`config.mk`:
```
export PLATFORM = sky130hd
export DESIGN_NAME = alu_arbiter
export DESIGN_NICKNAME = d
export VERILOG_FILES = /design/src/rtl/alu_arbiter.sv
export SDC_FILE = /design/constraint.sdc
export NUM_CORES = 1
export LEC_CHECK = 0
export CORE_MARGIN = 5
export CORE_UTILIZATION = 25
export CTS_BUF_LIST = sky130_fd_sc_hd__clkbuf_4
export CTS_CLUSTER_SIZE = 14
export DETAILED_ROUTE_END_ITERATION = 8
export SYNTH_ARGS = -nofsm -noshare
export SYNTH_HDL_FRONTEND = slang
export SYNTH_SLANG_ARGS = --single-unit
```
`constraint.sdc`:
```
create_clock -name ALU_clk -period 3.9 [get_ports ALU_clk]
set_input_delay 0.39 -clock ALU_clk [delete_from_list [all_inputs] [get_ports ALU_clk]]
set_output_delay 0.39 -clock ALU_clk [all_outputs]
set_load 0.05 [all_outputs]
```
`src/rtl/alu_arbiter.sv`:
```
// ---------------------------------------------------------------------------
// alu_arbiter
//
// Shares one ALU between two requesters (port 0: execute unit, port 1:
// address/stack-pointer unit) with round-robin arbitration. Each granted
// operation runs IDLE -> ISSUE -> CAPTURE -> ACK -> IDLE.
//
// Handshake: reqN is a level request held until ackN. ackN is a one-cycle
// pulse. result is valid while ackN is high. flags is loaded at the end of
// the ACK cycle and holds until the next ACK. A req still high after its ack
// counts as a new request.
//
// Optional feature (macro ALU_DIV_GUARD_EN): a grant with func=3'b011 and
// b=0 goes straight to ACK with result=all ones and flags=4'b0010. The ALU
// inputs are left untouched for that grant.
//
// Ports:
//   ALU_clk, ALU_rst          clock, async active-high reset
//   req*/func*/a*/b*/upd*     requester inputs (ports 0 and 1)
//   ack0/ack1                 completion pulses
//   result, flags             captured ALU result and {Z,S,V,C} snapshot
//   busy                      high whenever the FSM is not in IDLE
//   alu_x/alu_y/alu_func      ALU operand and function drive
//   alu_update                ALU flag-update strobe (CAPTURE only)
//   alu_z, alu_zero..carry    ALU result and flag outputs
//   dbg_state                 current FSM state encoding
// ---------------------------------------------------------------------------
module alu_arbiter #(
    parameter int DATA_W      = 8,
    parameter int HOLD_CYCLES = 1
) (
    input  logic              ALU_clk,
    input  logic              ALU_rst,
    input  logic              req0,
    input  logic              req1,
    input  logic [2:0]        func0,
    input  logic [2:0]        func1,
    input  logic [DATA_W-1:0] a0,
    input  logic [DATA_W-1:0] a1,
    input  logic [DATA_W-1:0] b0,
    input  logic [DATA_W-1:0] b1,
    input  logic              upd0,
    input  logic              upd1,
    output logic              ack0,
    output logic              ack1,
    output logic [DATA_W-1:0] result,
    output logic [3:0]        flags,
    output logic              busy,
    output logic [DATA_W-1:0] alu_x,
    output logic [DATA_W-1:0] alu_y,
    output logic [2:0]        alu_func,
    output logic              alu_update,
    input  logic [DATA_W-1:0] alu_z,
    input  logic              alu_zero,
    input  logic              alu_sign,
    input  logic              alu_ovf,
    input  logic              alu_carry,
    output logic [1:0]        dbg_state
);

    typedef enum logic [1:0] {
        S_IDLE    = 2'd0,
        S_ISSUE   = 2'd1,
        S_CAPTURE = 2'd2,
        S_ACK     = 2'd3
    } state_t;

    state_t              state_q, state_d;
    logic [3:0]          cnt_q, cnt_d;
    logic                last_q, last_d;
    logic                gnt_q, gnt_d;
    logic                upd_q, upd_d;
    logic                guard_q, guard_d;
    logic [DATA_W-1:0]   x_q, x_d;
    logic [DATA_W-1:0]   y_q, y_d;
    logic [2:0]          func_q, func_d;
    logic [DATA_W-1:0]   result_q, result_d;
    logic [3:0]          flags_q, flags_d;

    logic                grant_valid;
    logic                grant_id;
    logic [2:0]          sel_func;
    logic [DATA_W-1:0]   sel_a;
    logic [DATA_W-1:0]   sel_b;
    logic                sel_upd;

    always_comb begin
        state_d     = state_q;
        cnt_d       = cnt_q;
        last_d      = last_q;
        gnt_d       = gnt_q;
        upd_d       = upd_q;
        guard_d     = guard_q;
        x_d         = x_q;
        y_d         = y_q;
        func_d      = func_q;
        result_d    = result_q;
        flags_d     = flags_q;
        grant_valid = 1'b0;
        grant_id    = 1'b0;

        // Contested cycle goes to the port that did not win last time.
        if (req0 && req1) begin
            grant_valid = 1'b1;
            grant_id    = ~last_q;
        end else if (req0) begin
            grant_valid = 1'b1;
            grant_id    = 1'b0;
        end else if (req1) begin
            grant_valid = 1'b1;
            grant_id    = 1'b1;
        end

        sel_func = grant_id ? func1 : func0;
        sel_a    = grant_id ? a1    : a0;
        sel_b    = grant_id ? b1    : b0;
        sel_upd  = grant_id ? upd1  : upd0;

        case (state_q)
            S_IDLE: begin
                if (grant_valid) begin
                    gnt_d   = grant_id;
                    upd_d   = sel_upd;
                    guard_d = 1'b0;
                    cnt_d   = 4'(HOLD_CYCLES);
                    x_d     = sel_a;
                    y_d     = sel_b;
                    func_d  = sel_func;
                    state_d = S_ISSUE;
`ifdef ALU_DIV_GUARD_EN
                    // Divide by zero never reaches the ALU.
                    if (sel_func == 3'b011 && sel_b == '0) begin
                        guard_d  = 1'b1;
                        x_d      = x_q;
                        y_d      = y_q;
                        func_d   = func_q;
                        result_d = '1;
                        state_d  = S_ACK;
                    end
`endif
                end
            end
            S_ISSUE: begin
                cnt_d = cnt_q - 4'd1;
                if (cnt_d == 4'd0) begin
                    state_d = S_CAPTURE;
                end
            end
            S_CAPTURE: begin
                result_d = alu_z;
                state_d  = S_ACK;
            end
            S_ACK: begin
                // The ALU flags already reflect the update strobed in CAPTURE.
                flags_d = guard_q ? 4'b0010
                                  : {alu_zero, alu_sign, alu_ovf, alu_carry};
                last_d  = gnt_q;
                state_d = S_IDLE;
            end
            default: state_d = S_IDLE;
        endcase
    end

    always_ff @(posedge ALU_clk or posedge ALU_rst) begin
        if (ALU_rst) begin
            state_q  <= S_IDLE;
            cnt_q    <= 4'd0;
            last_q   <= 1'b1;
            gnt_q    <= 1'b0;
            upd_q    <= 1'b0;
            guard_q  <= 1'b0;
            x_q      <= '0;
            y_q      <= '0;
            func_q   <= 3'd0;
            result_q <= '0;
            flags_q  <= 4'd0;
        end else begin
            state_q  <= state_d;
            cnt_q    <= cnt_d;
            last_q   <= last_d;
            gnt_q    <= gnt_d;
            upd_q    <= upd_d;
            guard_q  <= guard_d;
            x_q      <= x_d;
            y_q      <= y_d;
            func_q   <= func_d;
            result_q <= result_d;
            flags_q  <= flags_d;
        end
    end

    assign ack0       = (state_q == S_ACK) && !gnt_q;
    assign ack1       = (state_q == S_ACK) &&  gnt_q;
    assign alu_update = (state_q == S_CAPTURE) && upd_q;
    assign busy       = (state_q != S_IDLE);
    assign result     = result_q;
    assign flags      = flags_q;
    assign alu_x      = x_q;
    assign alu_y      = y_q;
    assign alu_func   = func_q;
    assign dbg_state  = state_q;

endmodule

```
Word level (Yosys, flattened, before mapping)
Cells that the tools add are included.
Cells by class
  $add $sub $neg: 1
  multipliers: 0
  divide/modulo/power cells: 0
  magnitude comparators: 0
  equality and inequality tests: 5
  shifts and indexed selects: 0
  multiplexer cells: 14
  bitwise gates (word level): 1
  reduce and logical (&&, ||, !) cells: 12
Operators with widths (number)
  $mux 8: 2
  $pmux 2 s4: 1
  $pmux 4 s2: 1
  $mux 1: 6
  $reduce_and 2->1: 3
  $eq 2x2->1 const B: 2
  $logic_and 1x1->1: 4
  $logic_not 4->1: 1
  $mux 2: 2
  $mux 4: 1
  $ne 2x2->1 const B: 2
  $reduce_bool 2->1: 2
  $sub 4x1->4 const B: 1
  $mux 3: 1
  $eq 2x1->1 const B: 1
  $logic_not 2->1: 1
  $logic_not 1->1: 1
  $not 1->1: 1
Storage, ports and cells
  flip-flop bits (word level): 40
  bits in latches: 0
  RAM bits: 0
  ROM bits: 0
  output and inout port bits: 37
  logic and storage cells: 43
  memories kept: 0

Logic depth before layout (Yosys ltp)
Gate-level depths: netlist of run 1.
  depth after elaboration: 5
  mapped depth: 7

Least setup slack after synthesis of run 1
Ideal clock, no wire load.
  kind: flip-flop to output port
  start point: register state_q[1] (netlist: dbg_state[1])
  end point: output ack0
  arrival: 1.888 ns
  slack: 1.622 ns
  cell stages (with the launch flop): 4
  path buffers: 1
  cell sequence: dfrtp_1 > ha_1 > clkbuf_1 > nor2b_1
Between the ends
  cells in the longest elaborated chain, start to end: 2
RTL lines
  start, declared: RTL line 68  | state_t state_q, state_d;
  start signal, assigned: RTL line 178  | state_q <= state_d;
  $eq 2x2->1: RTL line 192  | assign ack0 = (state_q == S_ACK) && !gnt_q;
  $logic_and 1x1->1: RTL line 192
  end, declared: RTL line 44  | output logic ack0,
No other way between the ends.

Final worst setup path of run 1
  start point: register state_q[0] (netlist: dbg_state[0])
  end point: output alu_update
Between the ends
  cells in the longest elaborated chain, start to end: 2
RTL lines
  $eq 2x2->1: RTL line 194  | assign alu_update = (state_q == S_CAPTURE) && upd_q;
  $logic_and 1x1->1: RTL line 194
  end, declared: RTL line 52  | output logic alu_update,
No other way between the ends.

==> results by group, run 1 <==
Die
  – Area inside the core boundary: ~7600 um^2
  – DIE HEIGHT: between 90 and 100 um
  – Floorplan die width: 97.85 um
  – Starting Density: around a quarter
  – Top-level port count: 93
  – Die area: around 9600 um^2
  – Site Rows: 32

STA
  – Setup repair after global routing missed its margin: false
  – Final worst path period share: 70.38%
  – Post-route setup TNS: 0 ns
  – Max Slew Vio Count: 0
  – Tightest slew margin relative to the limit: 38.87%
  – Hold Worst Slack: 0.4840 ns
  – Setup Viol. Count Final: 0
  – Achievable frequency: 364.3 MHz
  – Post-layout minimum cycle time: 2.745 ns
  – Final hold violation count: 0
  – Tightest Pin Transition: between 0.9 and 1 ns
  – Clock skew: 0.008733 ns

Global routing
  – Global-route usage over all layers: 9.942%
  – Grt ovf: 0
  – First-pass GRT wire length: 7914 um
  – Via count of the first global-routing pass: 1619
  – Antenna violations before repair: 0
  – Maximum number of pins on one net before global-route repair: 42

Worst setup path
  – Kind of start point of the critical path: register
  – Buf/Inv on CP: 2
  – Beginning of the worst register-to-register path: dbg_state[1]
  – Crit path required time: 3.51 ns
  – Max stage delay on crit path: 0.80 ns
  – Cell chain of the critical path: inv_1 > ha_1 > and2_1 > clkdlybuf4s50_1
  – Biggest fanout along the worst timing path: 10
  – Number of cells on the critical path: 4
  – Flop2flop setup slack: 1.93 ns
  – Data arrival time of the critical path: 2.35 ns
  – Launching instance or port of the critical path: dbg_state[0]
  – Critical path capture point: alu_update
  – Capturing point of the worst reg2reg path: cnt_q[3]
  – Slowest cell on the critical path: clkdlybuf4s50_1
  – Critical path endpoint category: output port
  – Top Family by Delay on Critical Path: buffers and inverters
  – Reg2reg path depth: 6
  – Kind of critical path: register to output port

Layout
  – Area overhead of the layout relative to synthesis: 55.45%
  – Antenna Diode Count: 0
  – Fraction of final layout cells with drive strength greater than 1: 11.28%
  – Nets: 327
  – Most common cell after layout, fill and taps aside: clkdlybuf4s50_1
  – Most frequent cells in the layout: 92 x clkdlybuf4s50_1, 39 x dfrtp_1, 24 x nand2_1

Clock tree
  – CTS root buffer: clkbuf_4
  – CTS H-Tree Depth: 2
  – Longest Clk Path Bufs: 2
  – Number of gates resized after cts: 0
  – Number of hold buffers added after cts: 0
  – Post-CTS setup buffers: 0
  – Inserted Clock Buffers: 5
  – Total clock sinks: 40
  – Clock tree from TritonCTS: done
  – Clock network latency to the later pin of the worst-skew pair: 0.33 ns
  – Clk pin slew, worst setup/hold paths: 0.11 ns

Route
  – Avg WL per Cell: 12.49 um
  – Number of detailed-route iterations in the first pass: 4
  – DRC violation count after routing: 0
  – Total number of vias: 1572
  – Final wirelength: around 4600 um
  – Post-detailed-route count of antenna-violating nets: 0
  – Avg Vias per Cell: ~4.3
  – Initial DRC count: 26

Job
  – Reported max-cap violation count: 0

Power
  – Leakage power figure: 1.275 nW
  – Power density over cell area: between 800 and 900 nW/um^2
  – Pint: 0.001318 W
  – Clk network pwr share: 7.4%
  – Switching share of power: 50.15%
  – Peak supply drop: 0.2300 mV
  – Reg power frac: between 20 and 30%
  – Switching Power: 0.001326 W
  – Combinational fraction of design power: between 60 and 70%
  – Power consumption: 0.002644 W

Synthesis
  – Synth Cell Area: 1929 um^2
  – Compound-Gate Fraction of Synth Area: 11.87%
  – Synth unique cells: 31
  – Post-synthesis share of cell area spent on and, or, nand and nor gates: 9.468%
  – Area share of xor/xnor cells in the synthesized design: 0%
  – Syn_nets: 237
  – Portion of the post-synthesis area used by sequential elements: 51.95%
  – Number of cells produced by synthesis: 175
  – Share of cell area taken by muxes after synthesis: about 19%
  – Warnings, synthesis: 0
  – Post-Syn Area per Cell: roughly 11 um^2
  – Yosys reg bits: 40
  – Adder-cell share of the synthesized area: under 10%
  – Main combinational cell family by area after synthesis: multiplexers

Place
  – Post-DP HPWL: 3492 um
  – IO buf count: 92
  – Routability congestion estimate from global placement: 0.6943

Hold path
  – Hold crit path type: register to register

Run status
  – Outcome: completed
==> state kept, by name, indices dropped and copies added, names as in the netlist <==
register,flops
flags,4
upd_q,1
alu_func,3
result,8
last_q,1
alu_y,8
gnt_q,1
cnt_q,4
dbg_state,2
alu_x,8
==> layer usage <==
metal  up-vias  GRT usage (%)  part of all wire, %
li1        787              -                    -
met1       727          11.26                   42
met2        52          16.91                   49
met3         6          4.286                  7.6
met4         0          3.088                  1.1
met5         -              0                    0
==> power groups by stage <==
stage | Combinational [W] | Sequential (W) | Clock (W)
2_1_floorplan | 0.000568 | 0.00134 | 0
3_3_place_gp | 0.00171 | 0.000758 | 0
3_5_place_dp | 0.00172 | 0.000766 | 0
4_1_cts | 0.00172 | 0.000760 | 0.000213
5_1_grt | 0.00181 | 0.000787 | 0.000229
6_report | 0.00169 | 0.000756 | 0.000195
==> worst min-delay path by stage <==
stage | to | slack, ns | cells after the start | start
3_5_place_dp | upd_q | 0.46 | 2 | upd_q
2_1_floorplan | upd_q | 0.44 | 2 | upd_q
3_3_place_gp | alu_x[0] | 0.46 | 2 | alu_x[0]
6_report | upd_q | 0.48 | 2 | upd_q
5_1_grt | alu_x[0] | 0.52 | 2 | alu_x[0]
4_1_cts | upd_q | 0.49 | 2 | upd_q
==> logic make-up (layout without fill, tap and decap cells) <==
logic type	after synthesis	count (layout)
flops	40	40
simple gates	40	40
compound gates	37	37
mux	34	34
buf+inv	18	109
fa+ha+maj	6	6
==> tightest hold or removal path: stages (launching register included) <==
cell and delay (ns):
dfrtp_1 0.36, nand2_1 0.04, o21ai_0 0.06
==> metrics by stage <==
step / setup WS (ns) / std cells / utilization [%] / area [um^2]
after global placement: 1.543 / 360 / 38.75 / 2948
after CTS: 1.103 / 368 / 39.42 / 2999
after detailed placement: 1.507 / 360 / 38.75 / 2948
after global routing: 1.002 / 368 / 39.42 / 2999
final: 1.155 / 368 / 39.42 / 2999
after floorplan: 1.622 / 175 / - / 1929
==> Yosys cell counts <==
master     count  share of area, %
o311a_1        2               1.0
nor3_1         1              0.26
nor3b_1        1              0.39
inv_1          8               1.6
ha_1           6               3.9
nand3_1        1              0.26
a21oi_1        1              0.26
o21ai_0       22               5.7
nand2_1       24               4.7
nor2_1         5              0.97
mux2i_1       20                10
clkbuf_1       6               1.2
and2_1         3              0.97
a21boi_1       1              0.39
o2111ai_1      2              0.91
a22o_1         3               1.4
buf_1          1              0.19
dfstp_2        1               1.4
a31oi_1        2              0.65
o21ai_1        1              0.26
o21ai_2        2              0.91
nand3_2        1              0.52
buf_4          2              0.78
or3b_1         1              0.45
buf_6          1              0.58
dfrtp_1       39                51
or2_2          1              0.32
nand4_1        1              0.32
nor2b_1        1              0.32
o211ai_1       1              0.39
mux2_2        14               8.2
==> cell type report <==
cell class                      instances  area (um^2)
Fill cell                             764         4608
Sequential cell                        40         1002
Tap cell                              102        127.6
Multi-Input combinational cell        117        859.6
Timing Repair Buffer                   93        928.4
Clock inverter                          3        13.76
Clock buffer                            5        37.54
Inverter                                8        30.03
No activity file was read; power rests on OpenSTA's default activity.
==> run 2: changes to the inputs <==
- clock period: 3.9 -> 2.6 ns (I/O delays scaled with it)
==> results by group, run 2 (same netlist as run 1, synthesis figures left out) <==
Run status
  – Outcome: completed

Clock tree
  – Clock network latency to the later pin of the worst-skew pair: 0.34 ns
  – Number of gates resized after cts: 0
  – CTS root buffer: clkbuf_4
  – Clock tree from TritonCTS: done
  – Clk pin slew, worst setup/hold paths: 0.12 ns
  – Longest Clk Path Bufs: 2
  – Inserted Clock Buffers: 5
  – Number of hold buffers added after cts: 0
  – Post-CTS setup buffers: 0
  – Total clock sinks: 40
  – CTS H-Tree Depth: 2

Die
  – Site Rows: 32
  – Die area: 9575 um^2
  – DIE HEIGHT: 97.85 um
  – Area inside the core boundary: 7607 um^2
  – Starting Density: 25.36%
  – Top-level port count: 93
  – Floorplan die width: 97.85 um

Worst setup path
  – Beginning of the worst register-to-register path: dbg_state[0]
  – Cell chain of the critical path: ha_1 > nor2b_1 > clkdlybuf4s50_1
  – Data arrival time of the critical path: 2.12 ns
  – Biggest fanout along the worst timing path: 7
  – Reg2reg path depth: 6
  – Top Family by Delay on Critical Path: buffers and inverters
  – Kind of start point of the critical path: register
  – Kind of critical path: register to output port
  – Max stage delay on crit path: 0.81 ns
  – Critical path endpoint category: output port
  – Slowest cell on the critical path: clkdlybuf4s50_1
  – Capturing point of the worst reg2reg path: cnt_q[3]
  – Number of cells on the critical path: 3
  – Flop2flop setup slack: around 0.69 ns
  – Buf/Inv on CP: 1
  – Crit path required time: 2.34 ns

STA
  – Tightest slew margin relative to the limit: 43.48%
  – Worst path setup slack after routing: 0.2201 ns
  – Final hold violation count: 0
  – Post-layout minimum cycle time: 2.380 ns
  – Clock skew: 0.008149 ns
  – Tightest Pin Transition: 0.8465 ns
  – Post-route setup TNS: 0 ns
  – Final worst path period share: 91.54%
  – Max Slew Vio Count: 0
  – Achievable frequency: between 400 and 500 MHz
  – Setup Viol. Count Final: 0
  – Setup repair after global routing missed its margin: false

Route
  – Initial DRC count: 36
  – Number of detailed-route iterations in the first pass: 4
  – Total number of vias: 1576
  – Avg Vias per Cell: 4.259
  – Post-detailed-route count of antenna-violating nets: 0
  – Avg WL per Cell: 12.71 um
  – Final wirelength: 4702 um
  – DRC violation count after routing: 0

Place
  – IO buf count: 92
  – Post-DP HPWL: 3632 um
  – Routability congestion estimate from global placement: roughly 0.80
  – Pre-CTS WS: approximately 0.56 ns

Layout
  – Area overhead of the layout relative to synthesis: 56.87%
  – Nets: 329
  – Fraction of final layout cells with drive strength greater than 1: 11.94%
  – Most common cell after layout, fill and taps aside: clkdlybuf4s50_1
  – Antenna Diode Count: 0
  – Most frequent cells in the layout: 92 x clkdlybuf4s50_1, 39 x dfrtp_1, 24 x nand2_1

Power
  – Power density over cell area: 1328 nW/um^2
  – Power consumption: 0.004018 W
  – Switching share of power: 50.13%
  – Combinational fraction of design power: between 60 and 70%
  – Switching Power: 0.002014 W
  – Peak supply drop: 0.3507 mV
  – Leakage power figure: ~1.3 nW
  – Reg power frac: 28.1%
  – Pint: 0.002004 W
  – Clk network pwr share: 7.6%

Global routing
  – Maximum number of pins on one net before global-route repair: 41
  – Grt ovf: 0
  – Antenna violations before repair: 0
  – Global-route usage over all layers: 10.41%
  – Via count of the first global-routing pass: around 1700
  – First-pass GRT wire length: ~8300 um

Hold path
  – Hold crit path type: primary input to async pin

Job
  – Reported max-cap violation count: 0
[run 2: worst max-delay path by stage]
stage          slack, ns    startpoint   end
2_1_floorplan       0.45  dbg_state[1]  ack0
3_3_place_gp        0.59  dbg_state[1]  ack0
3_5_place_dp        0.56  dbg_state[1]  ack0
4_1_cts             0.15  dbg_state[1]  ack0
5_1_grt             0.05  dbg_state[1]  ack0
6_report            0.22  dbg_state[1]  ack0
[run 2: final cells by class]
type / instances / area (um^2)
fillers: 779 / 4581
flip-flops and latches: 40 / 1002
repair buffers: 95 / 955.9
multi-input cells: 117 / 859.6
well taps: 102 / 127.6
clock buffers: 5 / 37.54
inverters: 8 / 30.03
clock inverters: 3 / 13.76
[run 2: stage by stage]
stage / instances / utilization [%] / instance area, um^2 / hold slack [ns]
after floorplan: 175 / - / 1929 / 0.4117
after global placement: 362 / 39.11 / 2975 / 0.4582
after detailed placement: 362 / 39.11 / 2975 / 0.4636
after CTS: 370 / 39.79 / 3027 / 0.4306
after global routing: 370 / 39.79 / 3027 / 0.4675
final: 370 / 39.79 / 3027 / 0.3898
[run 2: power by group through the flow]
stage / registers [W] / logic (W) / clock network (W)
2_1_floorplan: 0.00201 / 0.000852 / 0
3_3_place_gp: 0.00114 / 0.00259 / 0
3_5_place_dp: 0.00115 / 0.00261 / 0
4_1_cts: 0.00114 / 0.00262 / 0.000324
5_1_grt: 0.00118 / 0.00277 / 0.000351
6_report: 0.00113 / 0.00258 / 0.000305
[run 2: routing by layer]
metal | GRT usage (%) | vias up | part of all wire [%]
met5 | 0 | - | 0
met4 | 2.875 | 0 | 1.1
met3 | 4.214 | 6 | 7.4
met2 | 17.80 | 53 | 49
met1 | 12.05 | 725 | 42
li1 | - | 792 | -
==> run 3: changes to the inputs <==
- CORE_UTILIZATION: 25 -> 43
- DONT_BUFFER_PORTS: not set -> 1
- SKIP_LAST_GASP: not set -> 1
==> results by group, run 3 (same netlist as run 1, synthesis figures left out) <==
Layout
  – Nets: between 200 and 250
  – Most frequent cells in the layout: 39 x dfrtp_1, 24 x nand2_1, 22 x o21ai_0
  – Number of inserted filler cells in the final layout: 383
  – Area overhead of the layout relative to synthesis: 6.420%
  – Antenna Diode Count: 0
  – Most common cell after layout, fill and taps aside: dfrtp_1
  – Fraction of final layout cells with drive strength greater than 1: 19.44%

Worst setup path
  – Buf/Inv on CP: 1
  – Cell chain of the critical path: inv_1 > ha_1 > and2_1
  – Top Family by Delay on Critical Path: simple AND/OR/NAND/NOR gates
  – Critical path endpoint category: output port
  – Slowest cell on the critical path: and2_1
  – Reg2reg path depth: 6
  – Data arrival time of the critical path: 1.83 ns
  – Crit path required time: 2.34 ns
  – Number of cells on the critical path: 3
  – Kind of critical path: register to output port
  – Max stage delay on crit path: 0.52 ns
  – Kind of start point of the critical path: register
  – Biggest fanout along the worst timing path: 10

Global routing
  – Grt ovf: 0
  – Maximum number of pins on one net before global-route repair: 42
  – First-pass GRT wire length: 7341 um
  – Via count of the first global-routing pass: 1476
  – Antenna violations before repair: 0
  – Global-route usage over all layers: between 15 and 20%

Hold path
  – Hold crit path type: primary input to async pin

Route
  – Avg Vias per Cell: 5.621
  – Avg WL per Cell: 19.15 um
  – Final wirelength: 4443 um
  – DRC violation count after routing: 0
  – Number of detailed-route iterations in the first pass: 4
  – Initial DRC count: 97
  – Post-detailed-route count of antenna-violating nets: 0
  – Total number of vias: 1304

STA
  – Post-route setup TNS: 0 ns
  – Tightest slew margin relative to the limit: 37.29%
  – Achievable frequency: 478.4 MHz
  – Setup Viol. Count Final: 0
  – Post-layout minimum cycle time: ~2.1 ns
  – Setup repair after global routing missed its margin: false
  – Final worst path period share: 80.40%
  – Tightest Pin Transition: 0.9396 ns
  – Clock skew: 0.009286 ns
  – Final hold violation count: 0
  – Max Slew Vio Count: 0

Clock tree
  – Inserted Clock Buffers: 5
  – Post-CTS setup buffers: 0
  – Number of gates resized after cts: 0
  – Longest Clk Path Bufs: 2
  – CTS H-Tree Depth: 2
  – Clock tree from TritonCTS: done
  – Number of hold buffers added after cts: 0
  – Clock network latency to the later pin of the worst-skew pair: 0.34 ns
  – Total clock sinks: 40
  – CTS root buffer: clkbuf_4
  – Clk pin slew, worst setup/hold paths: approximately 0.12 ns

Die
  – Top-level port count: 93
  – Area inside the core boundary: 4354 um^2
  – Site Rows: 24
  – Starting Density: between 40 and 50%
  – Floorplan die width: approximately 77 um
  – DIE HEIGHT: 76.99 um
  – Die area: just under 6000 um^2

Place
  – Routability congestion estimate from global placement: 0.8058
  – IO buf count: 0
  – Post-DP HPWL: 3416 um

Run status
  – Outcome: completed

Job
  – Reported max-cap violation count: 0
## run 3: changes by cell type in the layout (fill, tap and decap cells not counted), sizes merged
| cell | before | now |
|---|---|---|
| buf | 3 | 7 |
| clkdlybuf4s50 | 92 | 0 |
## run 3: cell type report
class                      count  area [um^2]  share of cell area, %
clock buffer                   5        37.54                  1.828
clock inverter                 3        13.76                 0.6703
inverter                       8        30.03                  1.463
multi-input combinational    117        852.1                  41.50
sequential                    40         1002                  48.81
tap                           52        65.06                  3.169
timing repair buffer           7        52.55                  2.559
## run 3: final timing paths
check | start | to | slack, ns
worst max-delay path | dbg_state[0] | alu_update | 0.51
worst min-delay path | ALU_rst | upd_q | 0.005
worst max register to register | dbg_state[1] | cnt_q[3] | 0.67
worst min register to register | upd_q | upd_q | 0.49
max in group asynchronous | ALU_rst | result[0] | 1.90
min in group ALU_clk | alu_z[7] | result[7] | 0.06
## run 3: metrics by stage
stage               hold WS [ns]  instances  setup WS, ns  util, %  instance area [um^2]
CTS                      0.01888        232        0.4662    47.16                  2053
global route             0.02513        232        0.3479    47.16                  2053
finish                  0.004901        232        0.5096    47.16                  2053
detailed placement        0.4109        224        0.6776    45.98                  2002
floorplan                 0.4117        175        0.4523        -                  1929
global placement          0.4088        224        0.8099    45.98                  2002
## run 3: per-layer routing
| metal | GRT usage [%] | vias to the layer above | wire (um) |
|---|---|---|---|
| met5 | 0 | - | 0 |
| met4 | 6.529 | 0 | 94 |
| met3 | 4.567 | 11 | 268 |
| met2 | 27.16 | 48 | 2379 |
| met1 | 17.18 | 633 | 1701 |
| li1 | - | 612 | - |
Power of run 3 is left out: the tool's default activity adds up to more than one toggle a clock period on the data nets, which glitch-free logic cannot reach.
